<file path="src/rtl/mem_stage_ctrl.sv">
// MEM pipeline stage controller: sequences one data-memory access per instruction,
// stalls upstream while it is outstanding, and bubbles write-back on stalls or faults.
module mem_stage_ctrl #(
    parameter int unsigned MAX_WAIT = 15
) (
    input  logic        clk,
    input  logic        rst,
    input  logic        valid_is,
    input  logic        mem_rd_is,
    input  logic        mem_wr_is,
    input  logic [15:0] ALU_out_is,
    input  logic [15:0] wr_data_is,
    input  logic        mem_to_reg_is,
    input  logic        reg_w_en_is,
    input  logic [2:0]  w_reg_is,
    output logic        mem_req,
    output logic        mem_we,
    output logic [15:0] mem_addr,
    output logic [15:0] mem_wdata,
    input  logic [15:0] mem_rdata,
    input  logic        mem_ready,
    output logic [15:0] ALU_out_os,
    output logic [15:0] mem_out_os,
    output logic        mem_to_reg_os,
    output logic        reg_w_en_os,
    output logic [2:0]  w_reg_os,
    output logic        stall,
    output logic        err
);

    localparam int unsigned CW = $clog2(MAX_WAIT + 1);

    typedef enum logic [1:0] {IDLE, BUSY, DONE, ERR} state_t;

    state_t        state, state_nx;
    logic [CW-1:0] wait_cnt, wait_cnt_nx;
    logic [CW:0]   wait_inc;
    logic [15:0]   rdata_q;
    logic          mem_op;
    logic          op_legal;

    assign mem_op   = valid_is & (mem_rd_is | mem_wr_is);
    assign op_legal = ~ALU_out_is[0] & (mem_rd_is ^ mem_wr_is);
    assign wait_inc = {1'b0, wait_cnt} + {{CW{1'b0}}, 1'b1};

    always_ff @(posedge clk or posedge rst) begin
        if (rst) begin
            state    <= IDLE;
            wait_cnt <= '0;
            rdata_q  <= '0;
        end else begin
            state    <= state_nx;
            wait_cnt <= wait_cnt_nx;
            if (state == BUSY && mem_ready && mem_rd_is)
                rdata_q <= mem_rdata;
        end
    end

    always_comb begin
        state_nx    = state;
        wait_cnt_nx = wait_cnt;
        stall       = 1'b0;
        err         = 1'b0;
        mem_req     = 1'b0;
        mem_we      = 1'b0;
        mem_addr    = '0;
        mem_wdata   = '0;
        reg_w_en_os = 1'b0;

        case (state)
            IDLE: begin
                if (mem_op) begin
                    stall = 1'b1;
                    if (op_legal) begin
                        state_nx    = BUSY;
                        wait_cnt_nx = '0;
                    end else begin
                        state_nx = ERR;
                    end
                end
            end
            BUSY: begin
                stall     = 1'b1;
                mem_req   = 1'b1;
                mem_we    = mem_wr_is;
                mem_addr  = ALU_out_is;
                mem_wdata = wr_data_is;
                // Ready in the final allowed cycle still completes the access.
                if (mem_ready) begin
                    state_nx = DONE;
                end else begin
                    wait_cnt_nx = wait_inc[CW-1:0];
                    if (wait_inc >= MAX_WAIT[CW:0])
                        state_nx = ERR;
                end
            end
            DONE: begin
                state_nx = IDLE;
            end
            ERR: begin
                stall = 1'b1;
                err   = 1'b1;
            end
            default: begin
                state_nx = IDLE;
            end
        endcase

        if (!stall)
            reg_w_en_os = reg_w_en_is & valid_is;
    end

    assign ALU_out_os    = ALU_out_is;
    assign mem_to_reg_os = mem_to_reg_is;
    assign w_reg_os      = w_reg_is;
    assign mem_out_os    = rdata_q;

endmodule
</file>
<file path="config.mk">
export PLATFORM = sky130hd
export DESIGN_NAME = mem_stage_ctrl
export DESIGN_NICKNAME = d
export VERILOG_FILES = /design/src/rtl/mem_stage_ctrl.sv
export SDC_FILE = /design/constraint.sdc
export NUM_CORES = 1
export LEC_CHECK = 0
export CELL_PAD_IN_SITES_DETAIL_PLACEMENT = 0
export CELL_PAD_IN_SITES_GLOBAL_PLACEMENT = 1
export CORE_MARGIN = 8
export CORE_UTILIZATION = 20
export CTS_BUF_LIST = sky130_fd_sc_hd__clkbuf_4 sky130_fd_sc_hd__clkbuf_8
export DETAILED_ROUTE_END_ITERATION = 10
export GPL_TIMING_DRIVEN = 0
export PLACE_DENSITY_LB_ADDON = 0.12
export SETUP_SLACK_MARGIN = 0.5
export SLEW_MARGIN = 40
export SYNTH_ARGS = -nofsm -noshare
export SYNTH_HDL_FRONTEND = slang
export SYNTH_SLANG_ARGS = --single-unit
</file>
<file path="constraint.sdc">
create_clock -name clk -period 1.8 [get_ports clk]
set_clock_uncertainty 0.15 [all_clocks]
set_input_delay 0.36 -clock clk [delete_from_list [all_inputs] [get_ports clk]]
set_output_delay 0.36 -clock clk [all_outputs]
set_load 0.02 [all_outputs]
</file>
==> metrics.md, run 1 <==
| Metric | Value |
|---|---|
| Root Buffer | clkbuf_8 |
| Avg Cell Area, Syn | 10.1 sq um |
| Sw Pwr | 0.000255 W |
| Slew HR | 69.0% |
| Skew-Pair Late Insertion Delay | 0.26 ns |
| Number of max-cap violations | 0 |
| Bufs on Longest Clock Path | 2 |
| #FFs+latches synth | 22 |
| Register-to-register setup slack | -0.16 ns |
| DIE AREA | 0.0107 sq mm |
| Leak Pwr | 1.78 nW |
| Synthesized area | 0.00153 sq mm |
| Met2 wire length | 2.68 mm |
| YS warnings | 0 |
| Slowest CP cell | dfrtp_2 |
| Die width | ~100 microns |
| Distinct cells, synth | 28 |
| # setup viols final | 57 |
| Post-DRT Antenna Nets | 0 |
| WL final | between 6 and 7 mm |
| Critical path's top delay family | flip-flops |
| Core area | 0.00757 sq mm |
| Flop pwr share | 44.6% |
| Post-route insts no fill | 409 |
| Tcrit/Tclk final | 113% |
| Met1 wire length | 2.30 mm |
| CTS tree | done |
| Hold WS | about 0.27 ns |
| Syn-to-layout area delta | 132% |
| WP data arrival | 1.52 ns |
| Crit-path max FO | 3 |
| Clock network fraction of total power | 31.9% |
| Worst setup SP type | flop |
| RSZ-0062 raised after global routing | yes |
| Max-slew violations | 0 |
| Pint | 0.000852 W |
| WS Path Type | reg2out |
| Mapped Nets | 220 |
| Worst Max-Slew Pin Slew | around 0.46 ns |
| Wire length on met3 | about 1.2 mm |
| Placer Congestion | 0.769 |
| DRC | 0 |
| Logic pwr share | between 20% and 30% |
| Cell area after layout | 0.00355 sq mm |
| First-pass GRT wire length | 9.22 mm |
| Worst setup endpoint | reg_w_en_os |
| Crit. Startpoint | state[0] |
| PwrDens | 312 mW/mm^2 |
| Die height | 103 microns |
| All-Layer GR Usage | between 10% and 20% |
| CP endpoint kind | output port |
| Drt via density | around 4.0 |
| Outcome | complete, but fails checks |
| Failing checks | negative setup slack |
| PortBufs | 127 |
| Ant. Diodes | 0 |
| CTS buffer count | 3 |
| Reg2Reg Depth | 8 |
| Most frequent CP cell | nor2_4 |
| Final worst slack | -0.234 ns |
| Sw Ratio | 23.0% |
| Placed Cells | 381 |
| Total number of vias | 1633 |
| Initial antenna violation count | 0 |
| Grt ovf | 0 |
| Worst min path class | in2async |
| Fmax achieved | 0.492 GHz |
| WL/cell | 15.3 microns |
| Row cnt | 32 |
| Crit path buf inv count | 2 |
| Worst reg2reg path endpoint | state[1] |
| Clock Sinks | 22 |
| DRT iter0 DRCs | 21 |
| Crit-path cells | ha_4 > clkbuf_16 > a211oi_4 > nor2_4 > nor2_4 > buf_6 |
| FILL cells | 722 |
| Largest net degree at the start of global routing | 23 |
| CTS Hold Bufs | 0 |
| Worst path max stage delay | 0.43 ns |
| Cell depth of the worst setup path | 6 |
| Fraction of layout cells with a size suffix above 1 | 69.7% |
| Placed wire-length estimate | around 4.8 mm |
| Max layer used | met4 |
| Period minus WS final | 2.03 ns |
| DRT Pass-1 Iters | 2 |
| Starting density of the core | 20.2% |
| Worst IR Drop VDD | between 400 and 500 uV |
| # nets final | 376 |
| Required @ worst endpoint | 1.29 ns |
| Final Hold Viols | 0 |
| # H-tree levels | 1 |
| Reg2Reg Launch Point | state[0] |
| Placed cell areas | 0.00309 sq mm |
| Total I/O pin count | around 130 |
| Vias in the first global route | 1765 |
| Sequential area share after synthesis | 36.0% |
| Clock transition at path regs | 0.08 ns |
| Cells after Synth | 152 |
[worst min path at each step]
stage	depth (start not counted)	end	start	slack, ns
6_report	2	mem_out_os[3]	rst	0.27
5_1_grt	2	mem_out_os[0]	rst	0.34
3_5_place_dp	1	mem_out_os[10]	mem_out_os[10]	0.34
4_1_cts	2	mem_out_os[3]	rst	0.29
2_1_floorplan	1	mem_out_os[0]	rst	0.20
3_3_place_gp	1	mem_out_os[11]	mem_out_os[11]	0.34
[synth_stat cells, drive strengths merged]
| master | n | area, sq um |
|---|---|---|
| o211ai | 2 | 25.0 |
| a22o | 1 | 8.76 |
| a31oi | 1 | 12.5 |
| dfrtp | 22 | 551 |
| a21oi | 1 | 5.00 |
| ha | 9 | 113 |
| and2b | 1 | 7.51 |
| o21ba | 1 | 10.0 |
| nor2 | 2 | 7.51 |
| nand2b | 3 | 18.8 |
| a211oi | 1 | 7.51 |
| nand3b | 1 | 7.51 |
| inv | 7 | 26.3 |
| o21ai | 7 | 35.0 |
| a21boi | 1 | 7.51 |
| nand3 | 2 | 10.0 |
| clkbuf | 4 | 15.0 |
| buf | 21 | 161 |
| xnor2 | 2 | 17.5 |
| and2 | 34 | 214 |
| nand2 | 7 | 33.8 |
| mux2 | 18 | 206 |
| mux2i | 1 | 10.0 |
| nor2b | 3 | 18.8 |
[flip-flops by register name, summed over array words and instances (netlist names)]
signal / flops
state: 2
mem_out_os: 16
wait_cnt: 4
[power by group through the flow]
| stage | registers [W] | clock network [W] | logic, W |
|---|---|---|---|
| after floorplan | 0.000504 | 0 | 0.0000831 |
| after global placement | 0.000504 | 0 | 0.000259 |
| after detailed placement | 0.000504 | 0 | 0.000260 |
| after CTS | 0.000494 | 0.000367 | 0.000268 |
| after global routing | 0.000494 | 0.000383 | 0.000279 |
| final | 0.000494 | 0.000353 | 0.000260 |
[cells in the final DEF (no fill, tap or decap), types with 2 or more instances in the layout]
master            n
buf_2            11
inv_1             3
o211ai_2          2
o21ai_1           3
nand2b_1          2
dlygate4sd2_1     5
ha_1              4
o21ai_0           4
inv_2             4
clkbuf_2          4
clkbuf_16         2
nand2_1           5
ha_4              4
clkdlybuf4s50_1  36
and2_4           34
buf_4            37
nand3_1           2
buf_6            73
nor2_4            2
clkbuf_8          8
dfrtp_1          20
mux2_4           17
xnor2_1           2
dfrtp_2           2
[per-stage QoR]
step	power [W]	util, %	setup TNS, ns	setup WS (ns)
final	0.00111	46.9	-7.95	-0.234
after global routing	0.00116	46.9	-12.22	-0.306
after CTS	0.00113	47.0	-8.26	-0.248
after detailed placement	0.000763	40.8	-30.10	-1.09
after global placement	0.000762	40.8	-30.19	-1.09
after floorplan	0.000587	-	-0.00971	-0.00971
[per-layer routing]
layer,vias up,GRT usage [%]
li1,783,-
met1,741,12.9
met2,104,17.9
met3,5,5.02
met4,0,2.67
met5,-,0
[layout make-up]
| class | count | area [sq um] | share of cell area, % |
|---|---|---|---|
| clock buffers | 4 | 55.1 | 1.55 |
| flip-flops and latches | 22 | 553 | 15.6 |
| multi-input cells | 98 | 1040 | 29.2 |
| repair buffers | 151 | 1480 | 41.8 |
| well taps | 102 | 128 | 3.60 |
| inverters | 7 | 26.3 | 0.741 |
| plain buffers | 25 | 265 | 7.48 |
[logic make-up (layout without fill, tap and decap cells)]
logic type | count (synthesis) | count (layout) | share of synthesized area (%)
and+or+nand+nor | 53 | 53 | 20.8
adders and majority gates | 9 | 9 | 7.37
AOI/OAI and AO/OA | 15 | 15 | 7.28
buffers and inverters | 32 | 187 | 13.3
xor gates and xnor gates | 2 | 2 | 1.15
DFF | 22 | 22 | 36.0
muxes | 19 | 19 | 14.2
[what timing repair did]
item	in CTS	in global routing
cloned	3	0
pin swaps	7	2
buffers inserted	17	4
setup endpoints to repair	95	84
gates resized for setup	516	14
[worst register-to-register path, cell delays in order (launching register included)]
cell	delay, ns
dfrtp_2	0.43
ha_4	0.18
buf_4	0.13
buf_6	0.11
buf_6	0.11
and2b_2	0.22
o211ai_2	0.08
o211ai_2	0.12
mux2_4	0.31
No activity file was read; power rests on OpenSTA's default activity.
==> run 2: changes to the inputs <==
--- a/config.mk
+++ b/config.mk
@@ -13,6 +13,7 @@
 export DETAILED_ROUTE_END_ITERATION = 10
 export GPL_TIMING_DRIVEN = 0
 export PLACE_DENSITY_LB_ADDON = 0.12
+export RECOVER_POWER = 100
 export SETUP_SLACK_MARGIN = 0.5
 export SLEW_MARGIN = 40
 export SYNTH_ARGS = -nofsm -noshare
==> metrics.md, run 2 (synthesis gave the netlist of run 1 again) <==
| Metric | Value |
|---|---|
| Reg2Reg Depth | 8 (unchanged) |
| Tcrit/Tclk final | 113% (about the same) |
| Number of max-cap violations | 0 (unchanged) |
| DRT Pass-1 Iters | 2 (unchanged) |
| Worst Max-Slew Pin Slew | 0.831 ns (was 0.464 ns) |
| Row cnt | 32 (unchanged) |
| Pre-CTS WS | -1.09 ns (unchanged) |
| Placed wire-length estimate | 4.79 mm (unchanged) |
| Die height | 103 microns (unchanged) |
| PortBufs | 127 (unchanged) |
| Drt via density | 4.00 (was 3.99) |
| Starting density of the core | 20.2% (unchanged) |
| WS Path Type | reg2out (unchanged) |
| Hold WS | 0.364 ns (was 0.272 ns) |
| Clock Sinks | 22 (unchanged) |
| WL/cell | 15.3 microns (about the same) |
| Hold EP | mem_out_os[2] |
| Largest net degree at the start of global routing | 23 (unchanged) |
| RSZ-0062 raised after global routing | yes (unchanged) |
| Post-DRT Antenna Nets | 0 (unchanged) |
| Sw Ratio | 23.2% (was 23.0%) |
| Worst setup SP type | flop (unchanged) |
| Period minus WS final | 2.03 ns (about the same) |
| PwrDens | 324 mW/mm^2 (was 312 mW/mm^2) |
| Core area | 0.00757 sq mm (unchanged) |
| Most frequent cells in the layout | buf_6, clkdlybuf4s50_1, and2_4 (was buf_6, buf_4, clkdlybuf4s50_1) |
| CTS buffer count | 3 (unchanged) |
| Initial antenna violation count | 0 (unchanged) |
| WL final | 6.26 mm (about the same) |
| Total number of vias | 1635 (was 1633) |
| DRT iter0 DRCs | 25 (was 21) |
| Register-to-register setup slack | -0.16 ns (about the same) |
| Crit-path max FO | 3 (unchanged) |
| Clock transition at path regs | 0.08 ns (about the same) |
| Bufs on Longest Clock Path | 2 (unchanged) |
| CP endpoint kind | output port (unchanged) |
| Pint | 0.000825 W (was 0.000852 W) |
| Reg2Reg Launch Point | state[0] (unchanged) |
| Syn-to-layout area delta | 117% (was 132%) |
| Max-slew violations | 0 (unchanged) |
| DRC | 0 (unchanged) |
| Fmax achieved | 0.492 GHz (about the same) |
| WP data arrival | 1.52 ns (about the same) |
| Commonest non-fill, non-tap cell in the layout | buf_6 (unchanged) |
| Final Hold Viols | 0 (unchanged) |
| Logic pwr share | 21.4% (was 23.5%) |
| Final worst slack | -0.233 ns (was -0.234 ns) |
| Outcome | complete, but fails checks (unchanged) |
| Worst min path class | reg2reg (was in2async) |
| Number of flip-flops in the largest register | 16 (unchanged) |
| DIE AREA | 0.0107 sq mm (unchanged) |
| # H-tree levels | 1 (unchanged) |
| Ant. Diodes | 0 (unchanged) |
| # nets final | 376 (unchanged) |
| Total power | 0.00107 W (was 0.00111 W) |
| Max layer used | met4 (unchanged) |
| Root Buffer | clkbuf_8 (unchanged) |
| Die width | 103 microns (unchanged) |
| Met2 wire length | 2.69 mm (was 2.68 mm) |
| First-pass GRT wire length | 9.22 mm (unchanged) |
| Fraction of layout cells with a size suffix above 1 | 59.0% (was 69.7%) |
| Hold Path Depth | 1 |
| Vias in the first global route | 1765 (unchanged) |
| CTS tree | done (unchanged) |
| Sw Pwr | 0.000249 W (was 0.000255 W) |
| Worst IR Drop VDD | 465 uV (was 468 uV) |
| Failing checks | negative setup slack (unchanged) |
| Required @ worst endpoint | 1.29 ns (about the same) |
| Placer Congestion | 0.769 (unchanged) |
| Grt ovf | 0 (unchanged) |
| Slew HR | 44.5% (was 69.0%) |
| Flop pwr share | 46.0% (was 44.6%) |
| All-Layer GR Usage | 11.0% (unchanged) |
| Fin util | 43.8% (was 46.9%) |
| Wire length on met3 | 1.22 mm (was 1.24 mm) |
| CTS Hold Bufs | 0 (unchanged) |
| FILL cells | 765 (was 722) |
| Leak Pwr | 1.63 nW (was 1.78 nW) |
| # setup viols final | 57 (unchanged) |
| Met1 wire length | 2.31 mm (was 2.30 mm) |
| Clock network fraction of total power | 32.6% (was 31.9%) |
| Skew-Pair Late Insertion Delay | 0.26 ns (about the same) |
| Hold Startpoint | mem_out_os[2] |
| Worst reg2reg path endpoint | state[1] (unchanged) |
| Total I/O pin count | 132 (unchanged) |
[run 2: power groups by stage]
stage / sequential [W] / clock (W) / combinational (W)
global placement: 0.000504 / 0 / 0.000259
CTS: 0.000494 / 0.000367 / 0.000268
finish: 0.000494 / 0.000350 / 0.000230
floorplan: 0.000504 / 0 / 0.0000831
global route: 0.000494 / 0.000383 / 0.000249
detailed placement: 0.000504 / 0 / 0.000260
[run 2: routing by layer]
layer / track usage (%) / vias up
met5: 0 / -
met4: 2.67 / 0
met3: 5.02 / 4
met2: 17.9 / 103
met1: 12.9 / 745
li1: - / 783
[run 2: how the worst max path moves through the flow]
stage,from,to,cells past startpoint
2_1_floorplan,state[1],reg_w_en_os,6
3_3_place_gp,mem_rd_is,stall,7
3_5_place_dp,mem_rd_is,stall,7
4_1_cts,state[0],reg_w_en_os,6
5_1_grt,state[0],reg_w_en_os,6
6_report,state[0],reg_w_en_os,6
[run 2: critical path, stage by stage, from the launching register on]
cell and delay [ns]:
dfrtp_2 0.43, ha_4 0.18, clkbuf_16 0.15, a211oi_4 0.24, nor2_4 0.06, nor2_4 0.08
buf_6 0.12
[run 2: through the flow]
| stage | std cells | cell area [sq um] | TNS, ns |
|---|---|---|---|
| finish | 409 | 3310 | -7.89 |
| global route | 409 | 3310 | -12.22 |
| CTS | 405 | 3560 | -8.26 |
| detailed placement | 381 | 3090 | -30.10 |
| global placement | 381 | 3090 | -30.19 |
| floorplan | 152 | 1690 | -0.00971 |
[run 2: final cells by class]
class	count	area, sq um	share of cell area, %
timing repair buffer	151	1250	37.7
multi-input combinational	98	1040	31.3
sequential	22	553	16.7
buffer	25	265	8.01
tap	102	128	3.85
clock buffer	4	55.1	1.66
inverter	7	26.3	0.793
[run 2: what timing repair did]
item,in CTS,in global routing
cloned,3,0
endpoints found under the setup margin,95,84
buffers inserted,17,4
pin swaps,7,2
gates resized for setup,516,14
